[src/rtl/muldiv_hilo_pkg.sv]
// rtl/muldiv_hilo_pkg.sv - shared op/state/sel encodings for the mul/div unit
package muldiv_hilo_pkg;

  localparam logic OP_MUL = 1'b0;
  localparam logic OP_DIV = 1'b1;

  localparam logic [3:0] SEL_MUL = 4'd3;
  localparam logic [3:0] SEL_DIV = 4'd4;

  typedef enum logic [1:0] {
    IDLE = 2'd0,
    RUN  = 2'd1,
    DONE = 2'd2
  } state_t;

  // Decoder helper: ALU sel code to mul/div op (only meaningful for SEL_MUL/SEL_DIV)
  function automatic logic sel_to_op(input logic [3:0] sel);
    return (sel == SEL_DIV) ? OP_DIV : OP_MUL;
  endfunction

endpackage

[src/rtl/muldiv_hilo_if.sv]
// rtl/muldiv_hilo_if.sv - CPU-side request, direct-write and HI/LO read bundle
interface muldiv_hilo_if #(
  parameter int WIDTH = 32
);
  logic             start;
  logic             op;
  logic [WIDTH-1:0] x;
  logic [WIDTH-1:0] y;
  logic             busy;
  logic             done;
  logic             dz;
  logic             hi_we;
  logic             lo_we;
  logic [WIDTH-1:0] wdata;
  logic [WIDTH-1:0] hi;
  logic [WIDTH-1:0] lo;

  modport master (
    output start, op, x, y, hi_we, lo_we, wdata,
    input  busy, done, dz, hi, lo
  );

  modport slave (
    input  start, op, x, y, hi_we, lo_we, wdata,
    output busy, done, dz, hi, lo
  );
endinterface

[src/rtl/muldiv_hilo_iter.sv]
// rtl/muldiv_hilo_iter.sv - one shift-add multiply or restoring divide step
module muldiv_hilo_iter
  import muldiv_hilo_pkg::*;
#(
  parameter int WIDTH = 32
) (
  input  logic               op,
  input  logic [2*WIDTH:0]   wr,       // MUL: {0, acc_hi, acc_lo}; DIV: {rem, quot}
  input  logic [WIDTH-1:0]   operand,  // MUL: multiplicand; DIV: divisor
  output logic [2*WIDTH:0]   nxt
);

  logic [WIDTH:0]   sum;
  logic [WIDTH+1:0] rem_wide;
  logic [WIDTH+1:0] trial;
  logic [WIDTH-1:0] quot_s;

  // Multiply: conditional add into the upper half, carry kept for the right shift
  assign sum = {1'b0, wr[2*WIDTH-1:WIDTH]} + (wr[0] ? {1'b0, operand} : '0);

  // Divide: shift {rem,quot} left; an extra top bit keeps the trial sign exact
  assign rem_wide = {wr[2*WIDTH:WIDTH], wr[WIDTH-1]};
  assign quot_s   = {wr[WIDTH-2:0], 1'b0};
  assign trial    = rem_wide - {2'b00, operand};

  // Select the step result for the active op
  always_comb begin
    nxt = wr;
    if (op == OP_MUL) begin
      nxt = {1'b0, sum, wr[WIDTH-1:1]};
    end else if (!trial[WIDTH+1]) begin
      nxt = {trial[WIDTH:0], quot_s[WIDTH-1:1], 1'b1};
    end else begin
      nxt = {rem_wide[WIDTH:0], quot_s};
    end
  end

endmodule

[src/rtl/muldiv_hilo.sv]
// rtl/muldiv_hilo.sv - multi-cycle unsigned mul/div with architectural HI/LO
module muldiv_hilo
  import muldiv_hilo_pkg::*;
#(
  parameter int WIDTH = 32,
  parameter int CNT_W = 6
) (
  input  logic          clk,
  input  logic          rst_n,
  muldiv_hilo_if.slave  bus
);

  state_t             state;
  state_t             state_nxt;
  logic [CNT_W-1:0]   cnt;
  logic               op_q;
  logic [WIDTH-1:0]   operand;
  logic [2*WIDTH:0]   wr;
  logic [2*WIDTH:0]   wr_nxt;
  logic [WIDTH-1:0]   hi_q;
  logic [WIDTH-1:0]   lo_q;
  logic               dz_q;
  logic               busy_q;
  logic               done_q;
  logic               accept;
  logic               last;

  assign accept = (state == IDLE) && bus.start;
  assign last   = (cnt == CNT_W'(WIDTH - 1));

  muldiv_hilo_iter #(.WIDTH(WIDTH)) u_iter (
    .op      (op_q),
    .wr      (wr),
    .operand (operand),
    .nxt     (wr_nxt)
  );

  // State register
  always_ff @(posedge clk or negedge rst_n) begin
    if (!rst_n) state <= IDLE;
    else        state <= state_nxt;
  end

  // Next-state: accept in IDLE, run WIDTH steps, one DONE cycle
  always_comb begin
    state_nxt = state;
    case (state)
      IDLE:    if (bus.start) state_nxt = RUN;
      RUN:     if (last)      state_nxt = DONE;
      DONE:                   state_nxt = IDLE;
      default:                state_nxt = IDLE;
    endcase
  end

  // busy/done are registered from the next state so they line up with it
  always_ff @(posedge clk or negedge rst_n) begin
    if (!rst_n) begin
      busy_q <= 1'b0;
      done_q <= 1'b0;
    end else begin
      busy_q <= (state_nxt != IDLE);
      done_q <= (state_nxt == DONE);
    end
  end

  // Operand capture at acceptance, then one datapath step per RUN cycle
  always_ff @(posedge clk or negedge rst_n) begin
    if (!rst_n) begin
      cnt     <= '0;
      op_q    <= OP_MUL;
      operand <= '0;
      wr      <= '0;
    end else if (accept) begin
      cnt  <= '0;
      op_q <= bus.op;
      if (bus.op == OP_DIV) begin
        operand <= bus.y;
        wr      <= {{(WIDTH+1){1'b0}}, bus.x};
      end else begin
        operand <= bus.x;
        wr      <= {{(WIDTH+1){1'b0}}, bus.y};
      end
    end else if (state == RUN) begin
      wr  <= wr_nxt;
      cnt <= cnt + CNT_W'(1);
    end
  end

  // Divide-by-zero flag, re-evaluated at every accepted start
  always_ff @(posedge clk or negedge rst_n) begin
    if (!rst_n)      dz_q <= 1'b0;
    else if (accept) dz_q <= (bus.op == OP_DIV) && (bus.y == '0);
  end

  // HI/LO: result load leaving DONE, direct writes only while idle
  always_ff @(posedge clk or negedge rst_n) begin
    if (!rst_n) begin
      hi_q <= '0;
      lo_q <= '0;
    end else if (state == DONE) begin
      hi_q <= wr[2*WIDTH-1:WIDTH];
      lo_q <= wr[WIDTH-1:0];
    end else if (state == IDLE) begin
      if (bus.hi_we) hi_q <= bus.wdata;
      if (bus.lo_we) lo_q <= bus.wdata;
    end
  end

  assign bus.busy = busy_q;
  assign bus.done = done_q;
  assign bus.dz   = dz_q;
  assign bus.hi   = hi_q;
  assign bus.lo   = lo_q;

endmodule

[src/flat_wrapper.sv]
// flat-port wrapper written by rule: the top's interface ports become plain ports
module muldiv_hilo_flat import muldiv_hilo_pkg::*;
#(
  parameter int WIDTH = 32,
  parameter int CNT_W = 6
)
  (clk, rst_n, bus_start, bus_op, bus_x, bus_y, bus_hi_we, bus_lo_we, bus_wdata, bus_busy, bus_done, bus_dz, bus_hi, bus_lo);
  muldiv_hilo_if #(.WIDTH(WIDTH)) bus_i ();
  input  logic clk;
  input  logic rst_n;
  input wire logic [$bits(bus_i.start)-1:0] bus_start;
  input wire logic [$bits(bus_i.op)-1:0] bus_op;
  input wire logic [$bits(bus_i.x)-1:0] bus_x;
  input wire logic [$bits(bus_i.y)-1:0] bus_y;
  input wire logic [$bits(bus_i.hi_we)-1:0] bus_hi_we;
  input wire logic [$bits(bus_i.lo_we)-1:0] bus_lo_we;
  input wire logic [$bits(bus_i.wdata)-1:0] bus_wdata;
  output wire logic [$bits(bus_i.busy)-1:0] bus_busy;
  output wire logic [$bits(bus_i.done)-1:0] bus_done;
  output wire logic [$bits(bus_i.dz)-1:0] bus_dz;
  output wire logic [$bits(bus_i.hi)-1:0] bus_hi;
  output wire logic [$bits(bus_i.lo)-1:0] bus_lo;
  assign bus_i.start = bus_start;
  assign bus_i.op = bus_op;
  assign bus_i.x = bus_x;
  assign bus_i.y = bus_y;
  assign bus_i.hi_we = bus_hi_we;
  assign bus_i.lo_we = bus_lo_we;
  assign bus_i.wdata = bus_wdata;
  assign bus_busy = bus_i.busy;
  assign bus_done = bus_i.done;
  assign bus_dz = bus_i.dz;
  assign bus_hi = bus_i.hi;
  assign bus_lo = bus_i.lo;
  muldiv_hilo #(.WIDTH(WIDTH), .CNT_W(CNT_W)) u_core (.clk(clk), .rst_n(rst_n), .bus(bus_i));
endmodule
[config.mk]
export PLATFORM = sky130hd
export DESIGN_NAME = muldiv_hilo_flat
export DESIGN_NICKNAME = d
export VERILOG_FILES = /design/src/rtl/muldiv_hilo_pkg.sv /design/src/rtl/muldiv_hilo_if.sv /design/src/rtl/muldiv_hilo_iter.sv /design/src/rtl/muldiv_hilo.sv /design/src/flat_wrapper.sv
export SDC_FILE = /design/constraint.sdc
export NUM_CORES = 1
export LEC_CHECK = 0
export CAP_MARGIN = 20
export CORE_MARGIN = 5
export CORE_UTILIZATION = 45
export DETAILED_ROUTE_END_ITERATION = 7
export GPL_ROUTABILITY_DRIVEN = 0
export GPL_TIMING_DRIVEN = 0
export PLACE_DENSITY_LB_ADDON = 0.15
export SETUP_SLACK_MARGIN = 0.3
export SLEW_MARGIN = 20
export SYNTH_ARGS = -nofsm -noshare
export SYNTH_HDL_FRONTEND = slang
export SYNTH_HIERARCHICAL = 1
export SYNTH_SLANG_ARGS = --single-unit
[constraint.sdc]
create_clock -name clk -period 2.75 [get_ports clk]
set_input_delay 0.4125 -clock clk [delete_from_list [all_inputs] [get_ports clk]]
set_output_delay 0.4125 -clock clk [all_outputs]
set_load 0.01 [all_outputs]
Word level (Yosys, flattened, before mapping)
Index checks and enable logic that the tools add are counted.
{ "word_totals": {"mem_count": 0, "mem_bits_ro": 0, "word_cells": 46, "latchBits": 0, "out_inout_bits": 67, "mem_bits_rw": 0, "reg_bits": 173} }
{ "op_classes": {"reduce_logical": 11, "div_mod_pow": 0, "muxes": 18, "bitwise_logic": 0, "n_lt_le_gt_ge": 0, "eq_ne": 4, "mul": 0, "addsub": 3, "shift": 0} }
{ "op_table": {"columns": ["cell", "count"], "rows": [
  ["$mux W32", 9],
  ["$mux W65", 4],
  ["$sub A34 B32 Y34", 1],
  ["$add A32 B33 Y33", 1],
  ["$logic_not A32 Y1", 1],
  ["$mux W6", 2],
  ["$reduce_bool A2 Y1", 5],
  ["$add A6 B1 Y6 const B", 1],
  ["$eq A6 B5 Y1 const B", 1],
  ["$eq A2 B2 Y1 const B", 2],
  ["$mux W2", 2],
  ["$pmux W2 S2", 1],
  ["$reduce_and A2 Y1", 2],
  ["$eq A2 B1 Y1 const B", 1],
  ["$logic_and A1 B1 Y1", 2],
  ["$logic_not A2 Y1", 1]
]} }

Longest topological paths before layout
{ "depth": {"word_depth": 5, "mapped_depth": 16, "depth_no_buf": 15} }

Modules after synthesis
The synthesis kept the hierarchy.
{ "modules_own_cells": {"columns": ["mod", "seq_area_each_um2", "area_each_um2", "cells_each", "instances"], "rows": [
  ["muldiv_hilo", 4329.2, 7803.7, 800, 1],
  ["muldiv_hilo_iter", 0.0, 4625.7, 652, 1]
]} }

Least setup slack after synthesis
No wires, ideal clock.
{ "synth_path": {"kind": "register to register", "startpoint": "reg u_core.wr[0]", "endpoint": "reg u_core.wr[63]", "stages_incl_launch_ff": 17, "n_path_buf": 1, "path_slack_ns": -0.220, "synth_period_minus_slack_ns": 2.970, "arrival_ns": 2.847, "path_cell_list": "dfrtp_1 -> clkbuf_1 -> and2_1 -> ha_1 -> fa_1 -> a21oi_1 -> o21ai_0 -> o21ai_0 -> a21oi_1 -> a211o_1 -> nand3_1 -> a31oi_1 -> nand3_1 -> nand2_1 -> o221a_2 -> nand2_1 -> o21ai_1"} }
{ "synth_via": {"elab_chain_cells": 5} }
{ "synth_rtl": {"columns": ["element", "line_no", "rtl"], "rows": [
  ["start: declaration", "muldiv_hilo.sv:18", "logic [2*WIDTH:0] wr;"],
  ["start signal: assignment", "muldiv_hilo.sv:78", "wr <= {{(WIDTH+1){1'b0}}, bus.x};"],
  ["start signal: assignment", "muldiv_hilo.sv:81", "wr <= {{(WIDTH+1){1'b0}}, bus.y};"],
  ["start signal: assignment", "muldiv_hilo.sv:84", "wr <= wr_nxt;"],
  ["$mux W32", "muldiv_hilo_iter.sv:19", "assign sum = {1'b0, wr[2*WIDTH-1:WIDTH]} + (wr[0] ? {1'b0, operand} : '0);"],
  ["$add A32 B33 Y33", "muldiv_hilo_iter.sv:19", null],
  ["$mux W65", "muldiv_hilo_iter.sv:29", "if (op == OP_MUL) begin"],
  ["net u_core.wr_nxt[63]", "muldiv_hilo.sv:19", "logic [2*WIDTH:0] wr_nxt;"],
  ["$mux W65", "muldiv_hilo.sv:83", "end else if (state == RUN) begin"],
  ["$mux W65", "muldiv_hilo.sv:73", "end else if (accept) begin"]
]} }
The timed path passes the listed nets, and every way through them passes these cells. The select of a mux whose other input is x is not followed.
A chain may end at the register's enable or synchronous reset.

Final worst setup path
{ "layout_path": {"startpoint": "reg u_core.wr[0]", "endpoint": "reg u_core.wr[62]"} }
Same word-level chain as after synthesis.

==> impl_metrics.yaml <==
run_status:
  status: "finished with violations"
  violations: "negative setup slack"
worst_setup_path:
  cp-start-kind: "flop"
  worstPathArrival_ns: 3.64
  required_ns: 3.12
  cpPeakStageDelay_ns: 0.53
  cp_common_cell: "a21oi_1"
  path_class: "flop to flop"
  slowest_stage: "dfrtp_2"
  worstPathCellList: "buf_8 > and2_4 > ha_4 > and3_4 > a41oi_2 > a311o_1 > a21oi_4 > a32o_2 > nor2_2 > nor4_2 > or3_1 > a21oi_1 > a21oi_1 > nand2_1 > o21ai_1"
  cp-end-kind: "flop"
  cp_max_fo: 7
yosys:
  synthTopCellsByArea: "dfrtp_1, mux2i_1, a21oi_1, ha_1, nand2_1"
  synth_compound_area_share_pct: 22.9
  synth-main-ff-cell: "dfrtp_1"
  syn_inst: 1452
  synthSimpleGateAreaFrac_pct: 16.6
  synth_edf_count: 0
  syn_area_um2: 12400
  muxShareOfSynthArea_pct: 9.64
  yosysMostFrequentCell: "nand2_1"
  synth_largest_area_cell: "dfrtp_1"
  synth_xor_area_share_pct: 4.45
  yosysUniqueCellTypes: 72
  synthTopCellsByCount: "nand2_1, dfrtp_1, a21oi_1, o21ai_0, nor2_1"
  ys_seq_area_share_pct: 34.8
  postSynthNetCount: 1621
  synth_top_family_by_area: "compound AO/OA/AOI/OAI gates"
  ys_async_sr_fraction_pct: 100
  ys_warn_count: 6
  avgSynthCellArea_um2: 8.56
  synthAdderAreaFrac_pct: 6.87
  ys_seq_elements: 173
  synth_top_area_share_pct: 34.8
job:
  cap_viol_max_count: 0
sta:
  fin_skew_ns: 0.0128
  maxSlewViolCount: 0
  finalSetupViolations: 34
  setup_slack_ns: -0.518
  tightest_slew_ns: 0.943
  clock.fmax_mhz: 306
  grt_setup_unrepaired: "true"
  relSlewSlack_pct: 37.1
  finalHoldViolations: 0
  fin_crit_ns: 3.27
  finalCritPeriodShare_pct: 119
layout:
  n_antenna_cell: 0
  fin_area_um2: 16600
  syn2layout_area_growth_pct: 33.5
  num-nets-final: 1867
  final_layout_size_suffix_gt1_share_pct: 18.5
grt:
  antenna_found_initial: 0
  track_usage_pct: 28.1
  grt_pass1_wl_um: 68000
  grt_pass1_vias: 12100
  grt-ovfl-total: 0
  grt_max_degree: 96
floorplanning:
  dieArea_um2: 31000
  io_pins: 169
  rows: 60
  die_w_um: 176
  fp.dieH_um: 176
  initial_core_util_pct: 45.9
  core_region_area_um2: 27100
detailed_routing:
  vias_per_cell: 5.91
  final_antenna_net_count: 0
  drt_first_iter_violations: 1287
  wire_per_inst_um: 21.6
  postRouteWirelength_um: 45000
  dr.pass1.iters: 5
  vias: 12300
  drc: 0
clocking:
  clk_pin_slew_ns: 0.07
  numCtsBuffers: 17
  clock_latency_ns: 0.44
  h-tree-depth: 4
  root_buffer: "clkbuf_16"
  cts_tree: "yes"
  clock-sinks: 173
  clockBufferDepth: 2
worst_hold_path:
  hp-class: "flop to flop"
placed_design:
  dp_hpwl_um: 33500
  port-buffer-count: 167
  dpl-instance-area_um2: 14800
flip-flops by register name, indices dropped and copies added (netlist names):
signal	count
u_core/bus.lo	32
u_core/bus.hi	32
u_core/state	2
u_core/cnt	6
u_core/bus.busy	1
u_core/wr	65
u_core/bus.done	1
u_core/op_q	1
u_core/bus.dz	1
u_core/operand	32
final timing paths:
| check | startpoint | end | slack (ns) | depth (start not counted) |
|---|---|---|---|---|
| worst max register to register | u_core/wr[0] | u_core/wr[62] | -0.52 | 15 |
| worst max-delay path | u_core/wr[0] | u_core/wr[62] | -0.52 | 15 |
| max in group asynchronous | rst_n | u_core/wr[37] | 1.21 | 3 |
| worst min register to register | u_core/bus.hi[27] | u_core/bus.hi[27] | 0.48 | 2 |
| min in group asynchronous | rst_n | u_core/wr[59] | 0.55 | 2 |
| worst min-delay path | u_core/bus.hi[27] | u_core/bus.hi[27] | 0.48 | 2 |
cell families after synthesis:
group	count (synthesis)
adders and majority gates	67
and+or+nand+nor	448
AOI/OAI and AO/OA	456
muxes	116
xor gates and xnor gates	61
DFF	173
buffers and inverters	131
area by class of cell:
cell class | instances | area [um^2]
multi-input combinational | 1148 | 8260
tap | 372 | 465
timing repair buffer | 227 | 2270
clock buffer | 18 | 429
clock inverter | 14 | 133
sequential | 173 | 4350
inverter | 49 | 184
buffer | 82 | 489
fill | 2392 | 10500
routing by layer:
metal / global-route usage [%] / share of wire (%) / up-vias
li1: - / - / 5675
met1: 37.4 / 42 / 5978
met2: 46.3 / 47 / 560
met3: 5.10 / 7.6 / 88
met4: 9.32 / 3.0 / 0
met5: 0 / 0 / -
placed cells by master (no fill, tap or decap), drive strengths merged, types with 15 or more instances in the layout:
| cell type | instances |
|---|---|
| buf | 110 |
| ha | 65 |
| xnor2 | 40 |
| dfrtp | 173 |
| clkdlybuf4s50 | 166 |
| a21o | 27 |
| inv | 55 |
| o21ai | 151 |
| nor2b | 38 |
| nor2 | 106 |
| nand2 | 189 |
| and2 | 39 |
| nand3 | 21 |
| clkbuf | 50 |
| mux2i | 86 |
| a221o | 32 |
| mux2 | 30 |
| a21oi | 167 |
| a31oi | 15 |
| xor2 | 21 |
critical path: cells and delay by family, from the launching register on:
kind	cells	cell delay, ns
DFF	1	0.53
AOI/OAI and AO/OA	7	1.32
buffers and inverters	1	0.18
adders and majority gates	1	0.29
and+or+nand+nor	6	0.87
stage by stage:
stage	instances	hold slack (ns)	utilization, %	setup WS, ns	TNS (ns)
5_1_grt	2083	0.512	61.2	-0.567	-16.11
3_5_place_dp	1992	0.450	54.7	-0.858	-20.66
2_1_floorplan	1452	0.117	-	-0.0294	-0.0294
3_3_place_gp	1991	0.461	54.6	-6.83	-1081.74
4_1_cts	2066	0.488	59.7	-0.426	-10.29
6_report	2083	0.481	61.2	-0.518	-12.51
timing repair:
item                                    CTS  global route
gates cloned                              5             0
pin swaps                                35            57
gates resized for setup                  90            80
endpoints found under the setup margin   34            35
hold buffers                              1             0
buffers inserted                         36            17
hold endpoints to repair                 61             0
Power is not shown: default switching activity piles up to over one toggle a cycle in this logic, so the estimate is an artifact.
